## src/rtl/lc3b_types.sv

```systemverilog
// Shared LC-3b types: the 16-bit machine word and the memory arbiter state encoding.
package lc3b_types;

    typedef logic [15:0] lc3b_word;

    typedef enum logic [2:0] {
        IDLE,
        SERVE_IF,
        SERVE_MEM,
        RESP_IF,
        RESP_MEM
    } lc3b_arb_state;

    localparam logic [1:0] BE_ALL = 2'b11;

endpackage

```

## src/rtl/pipeline_mem_arbiter.sv

```systemverilog
// Arbitrates IF-stage reads and MEM-stage reads/writes onto one physical memory port.
// Define MEM_ARB_FAIR_EN to stop MEM from starving IF after STARVE_MAX consecutive grants.
module pipeline_mem_arbiter
    import lc3b_types::*;
#(
    parameter int unsigned STARVE_MAX = 3
) (
    input  logic       clk,
    input  logic       rst_n,
    input  lc3b_word   if_memaddr,
    input  logic       if_memread,
    input  logic [1:0] if_mem_byte_enable,
    output lc3b_word   if_mem_rdata,
    output logic       if_mem_resp,
    input  lc3b_word   mem_memaddr,
    input  logic       mem_memread,
    input  logic       mem_memwrite,
    input  lc3b_word   mem_mem_wdata,
    input  logic [1:0] mem_mem_byte_enable,
    output lc3b_word   mem_mem_rdata,
    output logic       mem_mem_resp,
    output lc3b_word   pmem_address,
    output logic       pmem_read,
    output logic       pmem_write,
    output lc3b_word   pmem_wdata,
    output logic [1:0] pmem_byte_enable,
    input  lc3b_word   pmem_rdata,
    input  logic       pmem_resp
);

    lc3b_arb_state state_reg;
    lc3b_word      addr_reg;
    lc3b_word      wdata_reg;
    lc3b_word      if_rdata_reg;
    lc3b_word      mem_rdata_reg;
    logic [1:0]    be_reg;
    logic          read_reg;
    logic          write_reg;
    logic          if_resp_reg;
    logic          mem_resp_reg;

    logic mem_req;
    logic grant_mem;
    logic grant_if;

    assign mem_req = mem_memread | mem_memwrite;

`ifdef MEM_ARB_FAIR_EN
    localparam int CNT_W = $clog2(STARVE_MAX + 2);
    localparam logic [CNT_W-1:0] CNT_MAX = CNT_W'(STARVE_MAX);

    logic [CNT_W-1:0] starve_reg;
    logic             if_forced;

    assign if_forced = if_memread && (starve_reg == CNT_MAX);

    always_comb begin
        grant_mem = mem_req && !if_forced;
        grant_if  = if_memread && !grant_mem;
    end

    // Counts only MEM grants that overtook a waiting IF read; any break in the run clears it.
    always_ff @(posedge clk or negedge rst_n) begin
        if (!rst_n) begin
            starve_reg <= '0;
        end else if (state_reg == IDLE) begin
            if (grant_if) begin
                starve_reg <= '0;
            end else if (grant_mem) begin
                if (!if_memread) begin
                    starve_reg <= '0;
                end else if (starve_reg != CNT_MAX) begin
                    starve_reg <= starve_reg + 1'b1;
                end
            end
        end
    end
`else
    always_comb begin
        grant_mem = mem_req;
        grant_if  = if_memread && !mem_req;
    end
`endif

    always_ff @(posedge clk or negedge rst_n) begin
        if (!rst_n) begin
            state_reg     <= IDLE;
            addr_reg      <= '0;
            wdata_reg     <= '0;
            be_reg        <= '0;
            read_reg      <= 1'b0;
            write_reg     <= 1'b0;
            if_rdata_reg  <= '0;
            mem_rdata_reg <= '0;
            if_resp_reg   <= 1'b0;
            mem_resp_reg  <= 1'b0;
        end else begin
            case (state_reg)
                IDLE: begin
                    if (grant_mem) begin
                        addr_reg  <= mem_memaddr;
                        wdata_reg <= mem_mem_wdata;
                        be_reg    <= mem_mem_byte_enable;
                        // A simultaneous read+write request is treated as a write.
                        write_reg <= mem_memwrite;
                        read_reg  <= !mem_memwrite;
                        state_reg <= SERVE_MEM;
                    end else if (grant_if) begin
                        addr_reg  <= if_memaddr;
                        wdata_reg <= '0;
                        be_reg    <= BE_ALL;
                        write_reg <= 1'b0;
                        read_reg  <= 1'b1;
                        state_reg <= SERVE_IF;
                    end
                end
                SERVE_IF: begin
                    if (pmem_resp) begin
                        if_rdata_reg <= pmem_rdata;
                        read_reg     <= 1'b0;
                        write_reg    <= 1'b0;
                        if_resp_reg  <= 1'b1;
                        state_reg    <= RESP_IF;
                    end
                end
                SERVE_MEM: begin
                    if (pmem_resp) begin
                        mem_rdata_reg <= pmem_rdata;
                        read_reg      <= 1'b0;
                        write_reg     <= 1'b0;
                        mem_resp_reg  <= 1'b1;
                        state_reg     <= RESP_MEM;
                    end
                end
                RESP_IF: begin
                    if_resp_reg <= 1'b0;
                    state_reg   <= IDLE;
                end
                RESP_MEM: begin
                    mem_resp_reg <= 1'b0;
                    state_reg    <= IDLE;
                end
                default: state_reg <= IDLE;
            endcase
        end
    end

    assign pmem_address     = addr_reg;
    assign pmem_wdata       = wdata_reg;
    assign pmem_byte_enable = be_reg;
    assign pmem_read        = read_reg;
    assign pmem_write       = write_reg;
    assign if_mem_rdata     = if_rdata_reg;
    assign if_mem_resp      = if_resp_reg;
    assign mem_mem_rdata    = mem_rdata_reg;
    assign mem_mem_resp     = mem_resp_reg;

endmodule

```

## config.mk

```make
export PLATFORM = sky130hd
export DESIGN_NAME = pipeline_mem_arbiter
export DESIGN_NICKNAME = d
export VERILOG_FILES = /design/src/rtl/lc3b_types.sv /design/src/rtl/pipeline_mem_arbiter.sv
export SDC_FILE = /design/constraint.sdc
export NUM_CORES = 1
export LEC_CHECK = 0
export CAP_MARGIN = 20
export CORE_ASPECT_RATIO = 0.7
export CORE_MARGIN = 10
export CORE_UTILIZATION = 41
export CTS_CLUSTER_SIZE = 28
export DETAILED_ROUTE_END_ITERATION = 7
export GPL_ROUTABILITY_DRIVEN = 0
export GPL_TIMING_DRIVEN = 0
export PLACE_DENSITY = 0.81
export SLEW_MARGIN = 5
export SYNTH_ARGS = -nofsm -noshare
export SYNTH_HDL_FRONTEND = slang
export SYNTH_SLANG_ARGS = --single-unit
```

## constraint.sdc

```tcl
create_clock -name clk -period 2 [get_ports clk]
set_input_delay 0.4 -clock clk [delete_from_list [all_inputs] [get_ports clk]]
set_output_delay 0.4 -clock clk [all_outputs]
set_load 0.01 [all_outputs]
```

Word level (Yosys, flattened, before mapping)

Cells that the tools add are included.

Output and inout port bits: 70
Logic and storage cells: 56
Bits of input ports: 74
Register bits: 73

Muxes and demuxes: 21
Equal/unequal tests: 8
Bitwise logic cells: 1
Reductions and logical operators: 16

Operators by type and width:

| operator                                       | number |
|---|---|
| two-way mux 16 bit                             | 4 |
| two-way mux 3 bit                              | 4 |
| AND reduction 2 bit                            | 5 |
| one-hot mux 3 bit (3 select lines)             | 1 |
| one-hot mux 1 bit (2 select lines)             | 4 |
| nonzero test 2 bit                             | 4 |
| == test 3 x 2 -> 1 bit (second input constant) | 2 |
| two-way mux 1 bit                              | 6 |
| AND reduction 3 bit                            | 2 |
| two-way mux 2 bit                              | 2 |
| != test 2 bit (second input constant)          | 2 |
| == test 3 x 1 -> 1 bit (second input constant) | 1 |
| == test 3 bit (second input constant)          | 1 |
| zero test 3 bit                                | 1 |
| != test 3 bit (second input constant)          | 1 |
| zero test 1 bit                                | 2 |
| != test 2 x 1 -> 1 bit (second input constant) | 1 |
| OR reduction 2 bit                             | 1 |
| logical AND 1 bit                              | 1 |
| OR 1 bit                                       | 1 |

Depth between registers and ports, before layout

Gate-level depths: netlist (run 1).

Depth after elaboration: 6
Gate-level depth with buffers: 6
Gate-level depth less buffers: 3

Worst setup path before layout (run 1)

OpenSTA, ideal clock, no wires.

Path kind: register to register
Start point: register state_reg[0]
End point: register if_rdata_reg[0], in the netlist if_mem_rdata[0]
Cell stages (with the launch flop): 7
Data required time: 1.875 ns
Clock period less this slack: 1.557 ns
Arrival time: 1.432 ns
Slack: 0.443 ns
Path through: dfrtp_1 buf_4 nor2b_1 and3b_1 buf_2 buf_6 mux2_2

Longest elaborated chain between the ends: 2

RTL lines:

| element                       | RTL line                    | source |
|---|---|---|
| start, declared               | pipeline_mem_arbiter.sv:31  | `lc3b_arb_state state_reg;` |
| start signal, assigned        | pipeline_mem_arbiter.sv:87  | `state_reg <= IDLE;` |
| start signal, assigned        | pipeline_mem_arbiter.sv:107 | `state_reg <= SERVE_MEM;` |
| start signal, assigned        | pipeline_mem_arbiter.sv:114 | `state_reg <= SERVE_IF;` |
| == test 3 x 1 -> 1 bit        | pipeline_mem_arbiter.sv:98  | `case (state_reg)` |
| AND reduction 2 bit (no line) | n/a                         |  |
| end signal, assigned          | pipeline_mem_arbiter.sv:119 | `if_rdata_reg <= pmem_rdata;` |
| end, declared                 | pipeline_mem_arbiter.sv:34  | `lc3b_word if_rdata_reg;` |

No other way between the ends.
A chain may end at the register's enable or synchronous reset.

Final worst setup path (run 1)

Start point: input port pmem_resp
End point: register mem_rdata_reg[9], in the netlist mem_mem_rdata[9]

Longest elaborated chain between the ends: 1

RTL lines:

| element                       | RTL line                    | source |
|---|---|---|
| start, declared               | pipeline_mem_arbiter.sv:28  | `input logic pmem_resp` |
| AND reduction 2 bit (no line) | n/a                         |  |
| end signal, assigned          | pipeline_mem_arbiter.sv:128 | `mem_rdata_reg <= pmem_rdata;` |
| end, declared                 | pipeline_mem_arbiter.sv:35  | `lc3b_word mem_rdata_reg;` |

No other way between the ends.

==> metrics.txt, run 1 <==
status=finished clean; Detail Route Antenna Nets=0; total global-route track usage=0.158; Netlist cell types=32; critical path depth in cells=5; Final Hold Vio Count=0; commonest non-fill, non-tap cells in the layout=clkdlybuf4s50_1 (140), dfrtp_1 (73), mux2_2 (30), a21oi_1 (26), a22o_1 (17); Max-cap violations=0; Cells after Synth=213; design area=4790 µm²; Reg2Reg Depth=6; fin crit share=0.933; Yosys warnings=0; Cell Area, Synth=3000 µm²; ranking of synthesized cells by area=dfrtp_1 (61%), mux2_2 (11%), mux2i_1 (5.3%); Synth top area share=0.609; Finished Core Util=0.693; clock sink count=73; Post-Place Setup Slack=-0.219 ns; proportion of layout cells with a drive suffix above 1=0.204; syn nets=287; post-DP HPWL=6.80 mm; Die X=122 µm; Ant. Diodes=0; vias in the first global route=2,482; placed cell area=4550 µm²; Rel. slew slack=0.678; antenna violations before repair=0; Pre-Repair DR Iteration Count=4; die height=91.5 µm; fraction of registers with async set/reset=1.00; Power, Total=7.25 mW; vias per inst=5.03; Port-buffer cells=141; Post-CTS Setup Inserts=0; CP top delay family=buffers and inverters; P_leak=2.01 nW; DRT Wirelength=8.78 mm; Buf/Inv on CP=2; Peak VDD IR=709 µV; DR WL/cell=18.8 µm; IO Count=144; initial core utilization=0.434; die footprint=11,200 µm²; Yosys top cell by area=dfrtp_1; CP required=2.22 ns; clk_lat worst skew=0.34 ns; global-route wire length before repair=13.9 mm; Hold/Removal Path Class=in -> async; # rows=25; end of the critical path=mem_mem_rdata[9]; worst-path cell chain=clkdlybuf4s50_1 > nand2_1 > nor3_4 > buf_4 > mux2_2; Worst Path Max Fanout=10; PD cells=1510 nW/µm²; Setup crit start kind=input pin; final slew viol count=0; smallest setup slack after layout=0.133 ns; RSZ-0062 raised after global routing=no; CORE AREA=6910 µm²; via count=2,342; Most used DFF post-synth=dfrtp_1; worst r2r src=state_reg[0]; post-synthesis sequential area ratio=0.609; highest achievable clock rate=0.536 GHz; synth-to-layout area growth=59.8%; total CTS buffers=9; Overflow after GRT=0; CTS tree=yes; Post-layout nets=441; synthesized flop and latch total=73; number of setup violations in the final report=0; Min Hold Slack=0.413 ns; CP max stage delay=0.54 ns; # H-tree levels=3; worst-case clock buffer depth=2; Root Driver=clkbuf_8; Avg Cell Area, Syn=14.1 µm²; r2r endpoint=if_mem_rdata[15]; Worst Skew=0.00989 ns; starting DRC count in detailed routing=61; Worst setup EP type=flop; DRC viols=0; FF-to-FF setup slack=0.20 ns; EDFF count, synth=0; CP max stage cell=clkdlybuf4s50_1; Worst setup startpoint=pmem_resp; crit path DAT=2.09 ns; worst slew pin tran=0.483 ns; clock slew at reported path FFs=0.07 ns; most common cell after layout, fill and taps aside=clkdlybuf4s50_1; path type of the worst setup path=in -> reg; crit path time final=1.87 ns; largest net degree at the start of global routing=70
## layout make-up
type / count / area [µm²]
Clock buffer: 12 / 155
Sequential cell: 73 / 1830
Buffer: 15 / 113
Multi-Input combinational cell: 124 / 1050
Clock inverter: 4 / 73.8
Timing Repair Buffer: 143 / 1450
Tap cell: 94 / 118
Fill cell: 518 / 2120
Inverter: 1 / 3.75
## worst min-delay path by stage
stage | startpoint | end | slack (ns) | cells after the start
global placement | if_mem_rdata[3] | if_mem_rdata[3] | 0.47 | 1
global route | rst_n | mem_mem_rdata[8] | 0.39 | 2
detailed placement | rst_n | mem_mem_rdata[7] | 0.21 | 1
floorplan | rst_n | if_mem_rdata[0] | 0.10 | 0
CTS | rst_n | mem_mem_rdata[7] | 0.39 | 2
finish | rst_n | if_mem_rdata[8] | 0.41 | 2
## kinds of logic after synthesis
logic type | after synthesis | share of synthesized area
compound gates | 61 | 0.142
xor+xnor | 1 | 0.00292
buf+inv | 16 | 0.0388
flops | 73 | 0.609
mux | 48 | 0.174
simple gates | 14 | 0.0330
## per-stage QoR
stage          cells  TNS (ns)
4_1_cts          466         0
6_report         466         0
5_1_grt          466         0
3_3_place_gp     448   -146.21
3_5_place_dp     449     -5.65
2_1_floorplan    213         0
## synthesized netlist by cell type, types with 2 or more instances
master,number
nor3_1,2
buf_2,7
nor2b_1,2
buf_6,3
mux2i_1,16
o22a_1,2
a21oi_1,26
a22o_1,17
buf_4,2
mux2_2,30
dfrtp_1,73
mux2_1,2
o21ai_0,3
a21oi_2,10
## where the power goes
group	total, mW	leakage [nW]	switching (mW)	internal (mW)
Clock	1.30	0.117	0.527	0.774
Combinational	3.42	1.02	1.44	1.98
Sequential	2.53	0.875	0.363	2.16
Total	7.25	2.01	2.33	4.92
## worst register-to-register path, cell delays in order, from the launching register on
cell and delay (ns):
dfrtp_1 0.33, buf_4 0.17, nor2b_1 0.22, and3b_1 0.19, buf_2 0.23, buf_6 0.20
mux2_2 0.35
## routing by layer
layer  global-route usage  wire [µm]  up-vias  part of all wire
met5                    0          0        -                 0
met4               0.0499        101        0             0.012
met3               0.0637        747       10             0.085
met2                0.263       4330       92              0.49
met1                0.181       3600     1153              0.41
li1                     -          -     1087                 -
## what timing repair did
| action | in CTS | in global routing |
|---|---|---|
| hold buffers | 1 | 0 |
| endpoints found under the setup margin | 0 | 0 |
| gates resized for setup | 0 | 0 |
| endpoints found under the hold margin | 4 | 0 |
Power figures use the tool's default switching activity.
==> inputs of run 2 (changes only) <==
--- a/config.mk
+++ b/config.mk
@@ -8,12 +8,14 @@
 export CAP_MARGIN = 20
 export CORE_ASPECT_RATIO = 0.7
 export CORE_MARGIN = 10
-export CORE_UTILIZATION = 41
+export CORE_UTILIZATION = 53
 export CTS_CLUSTER_SIZE = 28
 export DETAILED_ROUTE_END_ITERATION = 7
+export DONT_BUFFER_PORTS = 1
 export GPL_ROUTABILITY_DRIVEN = 0
 export GPL_TIMING_DRIVEN = 0
-export PLACE_DENSITY = 0.81
+export MAX_ROUTING_LAYER = met4
+export PLACE_DENSITY = 0.68
 export SLEW_MARGIN = 5
 export SYNTH_ARGS = -nofsm -noshare
 export SYNTH_HDL_FRONTEND = slang
==> metrics.txt, run 2 (synthesis gave the netlist of run 1 again) <==
status=finished, violations left (was finished clean); violations in the final reports=hold timing; switch share=0.365 (was 0.322); Worst Skew=0.0127 ns (was 0.00989 ns); PD cells=1740 nW/µm² (was 1510 nW/µm²); Clock Power Share=0.214 (was 0.179); crit path time final=1.77 ns (was 1.87 ns); DRC viols=0 (unchanged); Post-layout nets=298 (was 441); clock sink count=73 (unchanged); Min Hold Slack=-0.253 ns (was 0.413 ns); smallest setup slack after layout=0.234 ns (was 0.133 ns); Detail Route Antenna Nets=0 (unchanged); highest achievable clock rate=0.566 GHz (was 0.536 GHz); initial core utilization=0.559 (was 0.434); WL met3=954 µm (was 747 µm); clock slew at reported path FFs=0.08 ns (was 0.07 ns); DR WL/cell=24.8 µm (was 18.8 µm); commonest non-fill, non-tap cells in the layout=dfrtp_1 (73), mux2_2 (30), a21oi_1 (26), a22o_1 (17), mux2i_1 (16) (was clkdlybuf4s50_1 (140), dfrtp_1 (73), mux2_2 (30), a21oi_1 (26), a22o_1 (17)); final slew viol count=0 (unchanged); met2 routed WL=3.61 mm (was 4.33 mm); via count=1,783 (was 2,342); die footprint=9110 µm² (was 11,200 µm²); Die X=110 µm (was 122 µm); antenna violations before repair=0 (unchanged); Worst Path Max Fanout=10 (unchanged); Setup crit start kind=flop (was input pin); CTS tree=yes (unchanged); met1 wire length=2.76 mm (was 3.60 mm); sw power=2.10 mW (was 2.33 mW); DRT Wirelength=7.45 mm (was 8.78 mm); Power, Total=5.76 mW (was 7.25 mW); total CTS buffers=9 (unchanged); worst slew pin tran=0.426 ns (was 0.483 ns); crit path DAT=1.98 ns (was 2.09 ns); part of the power in registers=0.524 (was 0.348); path type of the worst setup path=reg -> reg (was in -> reg); Post-Place Setup Slack=0.229 ns (was -0.219 ns); die height=82.9 µm (was 91.5 µm); most common cell after layout, fill and taps aside=dfrtp_1 (was clkdlybuf4s50_1); Overflow after GRT=0 (unchanged); total global-route track usage=0.168 (was 0.158); number of setup violations in the final report=0 (unchanged); internal power=3.66 mW (was 4.92 mW); vias per inst=5.92 (was 5.03); worst r2r src=state_reg[0] (unchanged); fin crit share=0.883 (was 0.933); CORE AREA=5370 µm² (was 6910 µm²); starting DRC count in detailed routing=121 (was 61); # rows=22 (was 25); Peak VDD IR=878 µV (was 709 µV); # H-tree levels=3 (unchanged); Rel. slew slack=0.715 (was 0.678); synth-to-layout area growth=10.3% (was 59.8%); Final Hold Vio Count=73 (was 0); CP required=2.22 ns (about the same); clk_lat worst skew=0.34 ns (about the same); post-DP HPWL=5.81 mm (was 6.80 mm); Root Driver=clkbuf_8 (unchanged); Worst setup startpoint=state_reg[0] (was pmem_resp); Comb pwr share=0.262 (was 0.472); largest net degree at the start of global routing=74 (was 70); Setup TNS=0 ns (unchanged); Pre-Repair DR Iteration Count=4 (unchanged); FF-to-FF setup slack=0.23 ns (was 0.20 ns); global-route wire length before repair=11.5 mm (was 13.9 mm); worst-case clock buffer depth=2 (unchanged); Hold/Removal Path Class=in -> async (unchanged); P_leak=1.44 nW (was 2.01 nW); proportion of layout cells with a drive suffix above 1=0.323 (was 0.204); Ant. Diodes=0 (unchanged); RSZ-0062 raised after global routing=no (unchanged); uppermost routed layer=met4 (unchanged); Port-buffer cells=0 (was 141); Max-cap violations=0 (unchanged); IO Count=144 (unchanged); Worst setup EP type=flop (unchanged); Post-CTS Setup Inserts=0 (unchanged); vias in the first global route=2,051 (was 2,482)
[run 2: cell count changes in the layout (fill, tap and decap cells not counted)]
cell | previous run | this run
clkdlybuf4s50_1 | 140 | 0
clkinvlp_4 | 0 | 1
clkbuf_8 | 11 | 9
clkinv_4 | 0 | 1
dlygate4sd3_1 | 1 | 0
buf_4 | 3 | 2
buf_16 | 1 | 0
[run 2: what timing repair did]
| action | in CTS | in global routing |
|---|---|---|
| gates resized for setup | 0 | 0 |
| setup endpoints to repair | 0 | 0 |
| hold endpoints to repair | 73 | 73 |
[run 2: power by group through the flow]
stage                     clock [mW]  combinational, mW  sequential, mW
after floorplan                    0               1.26            2.84
after global placement             0               1.40            3.05
after detailed placement           0               1.53            3.06
after CTS                       1.27               1.53            3.05
after global routing            1.33               1.69            3.11
final                           1.23               1.51            3.02
[run 2: worst max-delay path, cell delays in order, from the launching register on]
cell and delay (ns):
dfrtp_1 0.36, buf_4 0.17, nor3_1 0.27, buf_2 0.28, nand2_2 0.16, buf_2 0.22
a22o_1 0.20
[run 2: final timing paths]
kind                                     endpoint  depth (start not counted)
max in group asynchronous         pmem_address[6]                          0
worst min-delay path            mem_mem_rdata[10]                          0
min in group clk                        pmem_read                          1
worst min register to register      pmem_wdata[5]                          1
worst max-delay path                pmem_wdata[6]                          6
worst max register to register      pmem_wdata[6]                          6
[run 2: layout make-up]
type / instances / area [µm²]
buffer: 15 / 113
clock buffer: 10 / 128
clock inverter: 6 / 90.1
fill: 410 / 2060
inverter: 1 / 3.75
multi-input combinational: 124 / 1050
sequential: 73 / 1830
tap: 72 / 90.1
[run 2: metrics by stage]
stage	cells	instance area, µm²	hold WS (ns)	util
6_report	301	3310	-0.253	0.616
5_1_grt	301	3310	-0.279	0.616
2_1_floorplan	213	3000	0.104	-
4_1_cts	301	3310	-0.273	0.616
3_3_place_gp	285	3090	0.106	0.575
3_5_place_dp	285	3090	0.106	0.575
[run 2: layer usage]
| metal | vias up | track usage |
|---|---|---|
| met5 | - | - |
| met4 | 0 | 0.0667 |
| met3 | 12 | 0.0718 |
| met2 | 102 | 0.256 |
| met1 | 870 | 0.189 |
| li1 | 799 | - |
==> variant (config.mk and constraints of run 2) <==
The 5 states of `lc3b_arb_state` get a one-hot encoding in 5 bits.
--- a/src/rtl/lc3b_types.sv
+++ b/src/rtl/lc3b_types.sv
@@ -3,12 +3,12 @@
 
     typedef logic [15:0] lc3b_word;
 
-    typedef enum logic [2:0] {
-        IDLE,
-        SERVE_IF,
-        SERVE_MEM,
-        RESP_IF,
-        RESP_MEM
+    typedef enum logic [4:0] {
+        IDLE      = 5'b00001,
+        SERVE_IF  = 5'b00010,
+        SERVE_MEM = 5'b00100,
+        RESP_IF   = 5'b01000,
+        RESP_MEM  = 5'b10000
     } lc3b_arb_state;
 
     localparam logic [1:0] BE_ALL = 2'b11;
Behaviour: same outputs for any inputs over 10 cycles, from zero or initial values and one cycle with rst_n low; not proved beyond that.
==> variant against run 2 <==
- the flow still finishes with violations (hold timing)
- largest power group unchanged
- area after synthesis grew 3.3%
- final cell count up 4.3%
- final area grew 4.6%
- worst setup slack lost 0.070 ns
- routed wire length grew 3.2%
- power increased by 4.8%
- sequential cell count increased by 2
- largest cell class unchanged
- hold slack worse by 0.011 ns
==> variant: results (changes against run 2) <==
stage,metric,value,unit,change
status,status,finished with violations,,
layout,area grow syn2layout,11.6,%,
timing,Final min period,1.84,ns,+0.0695 ns
setup_path,Worst Reg-to-Reg Cells,4,,-2
timing,post-route clock skew,0.00836,ns,-0.00435 ns
layout,FF/Latch Area,1880,um2,+2.8%
routing,routed wl met3,891,um,-6.6%
power,VDD IR max,684,uV,-22%
yosys,Synth Area in XOR/XNOR,0,%,-0.29 points
routing,vias post-DR,1951,,+9.4%
layout,layout filler cell count,452,,+10%
layout,#MultiIn Comb,126,,+1.6%
floorplan,die width,111,um,+1.4%
yosys,"Distinct cells, synth",35,,+9.4%
yosys,mux share of post-synthesis cell area,11.6,%,-5.7 points
layout,Layout clock area frac,7.67,%,+1.1 points
setup_path,"slowest stage delay, CP",0.58,ns,+0.22 ns
layout,final cell count without fillers,314,,+4.3%
place,dpl hpwl,5.85,mm,+0.78%
layout,sequential cells,75,,+2.7%
routing,WL final,7.69,mm,+3.2%
layout,Non-CTS buffers,16,,+1
yosys,syn avg cell area,13.9,um2,-1.3%
timing,Fin. Hold Viols,75,,+2.7%
place,DP Cell Count,298,,+4.6%
layout,non-clk buf share,2.93,%,-0.47 points
global_routing,vias in the first global route,2194,,+7.0%
power,P_int,3.93,mW,+7.6%
setup_path,CP startpoint,state_reg[0],,
yosys,ys flop type,dfrtp_1,,
power,P_leak,1.55,nW,+7.8%
global_routing,global-route wire length before repair,12.3,mm,+7.6%
setup_path,Reg2Reg Setup Slack,0.16,ns,-0.07 ns
yosys,Synth top cells by count,"dfrtp_1, mux2_2, a22oi_1",,
global_routing,GR Util met3,8.41,%,+1.2 points
global_routing,M1 GR Usage,18.9,%,-0.029 points
yosys,Synth area leaders,"dfrtp_1, mux2_2, a22o_1",,
timing,WHS,-0.264,ns,-0.0114 ns
setup_path,Arrival @ worst endpoint,2.07,ns,+0.09 ns
global_routing,total global routing track utilization,16.7,%,-0.11 points
place,Placed Area,3190,um2,+3.4%
yosys,compound-cell area share of the yosys netlist,17.1,%,+2.9 points
layout,area of the multi-input gates,1100,um2,+3.9%
routing,DR iter-0 viols,89,,-26%
min_path,HP Class,in -> async,,
global_routing,largest net degree at the start of global routing,76,,+2.7%
status,failing checks,hold timing,,
routing,DR WL met2,3.67,mm,+1.5%
layout,nets,308,,+3.4%
timing,slew at the pin with the worst max-slew slack,0.629,ns,+0.203 ns
variant: power groups by stage:
stage | Clock [mW] | Combinational, mW | Sequential, mW
floorplan | 0 | 1.22 | 2.87
global placement | 0 | 1.40 | 3.09
detailed placement | 0 | 1.48 | 3.10
CTS | 1.54 | 1.47 | 3.09
global route | 1.60 | 1.64 | 3.15
finish | 1.52 | 1.46 | 3.05
variant: critical path, delay by kind of cell (launching register included):
family | cells | cell delay (ns)
AO/OA/AOI/OAI | 2 | 0.49
buffers and inverters | 2 | 0.65
flip-flops | 1 | 0.58
variant: worst min path at each step:
stage,start,to,slack [ns],cells after the start
after detailed placement,rst_n,mem_mem_rdata[7],0.11,0
after global routing,rst_n,if_mem_rdata[7],-0.28,0
after CTS,rst_n,mem_mem_rdata[7],-0.27,0
final,rst_n,mem_mem_rdata[7],-0.26,0
after global placement,rst_n,mem_mem_rdata[7],0.11,0
after floorplan,rst_n,if_mem_rdata[0],0.10,0
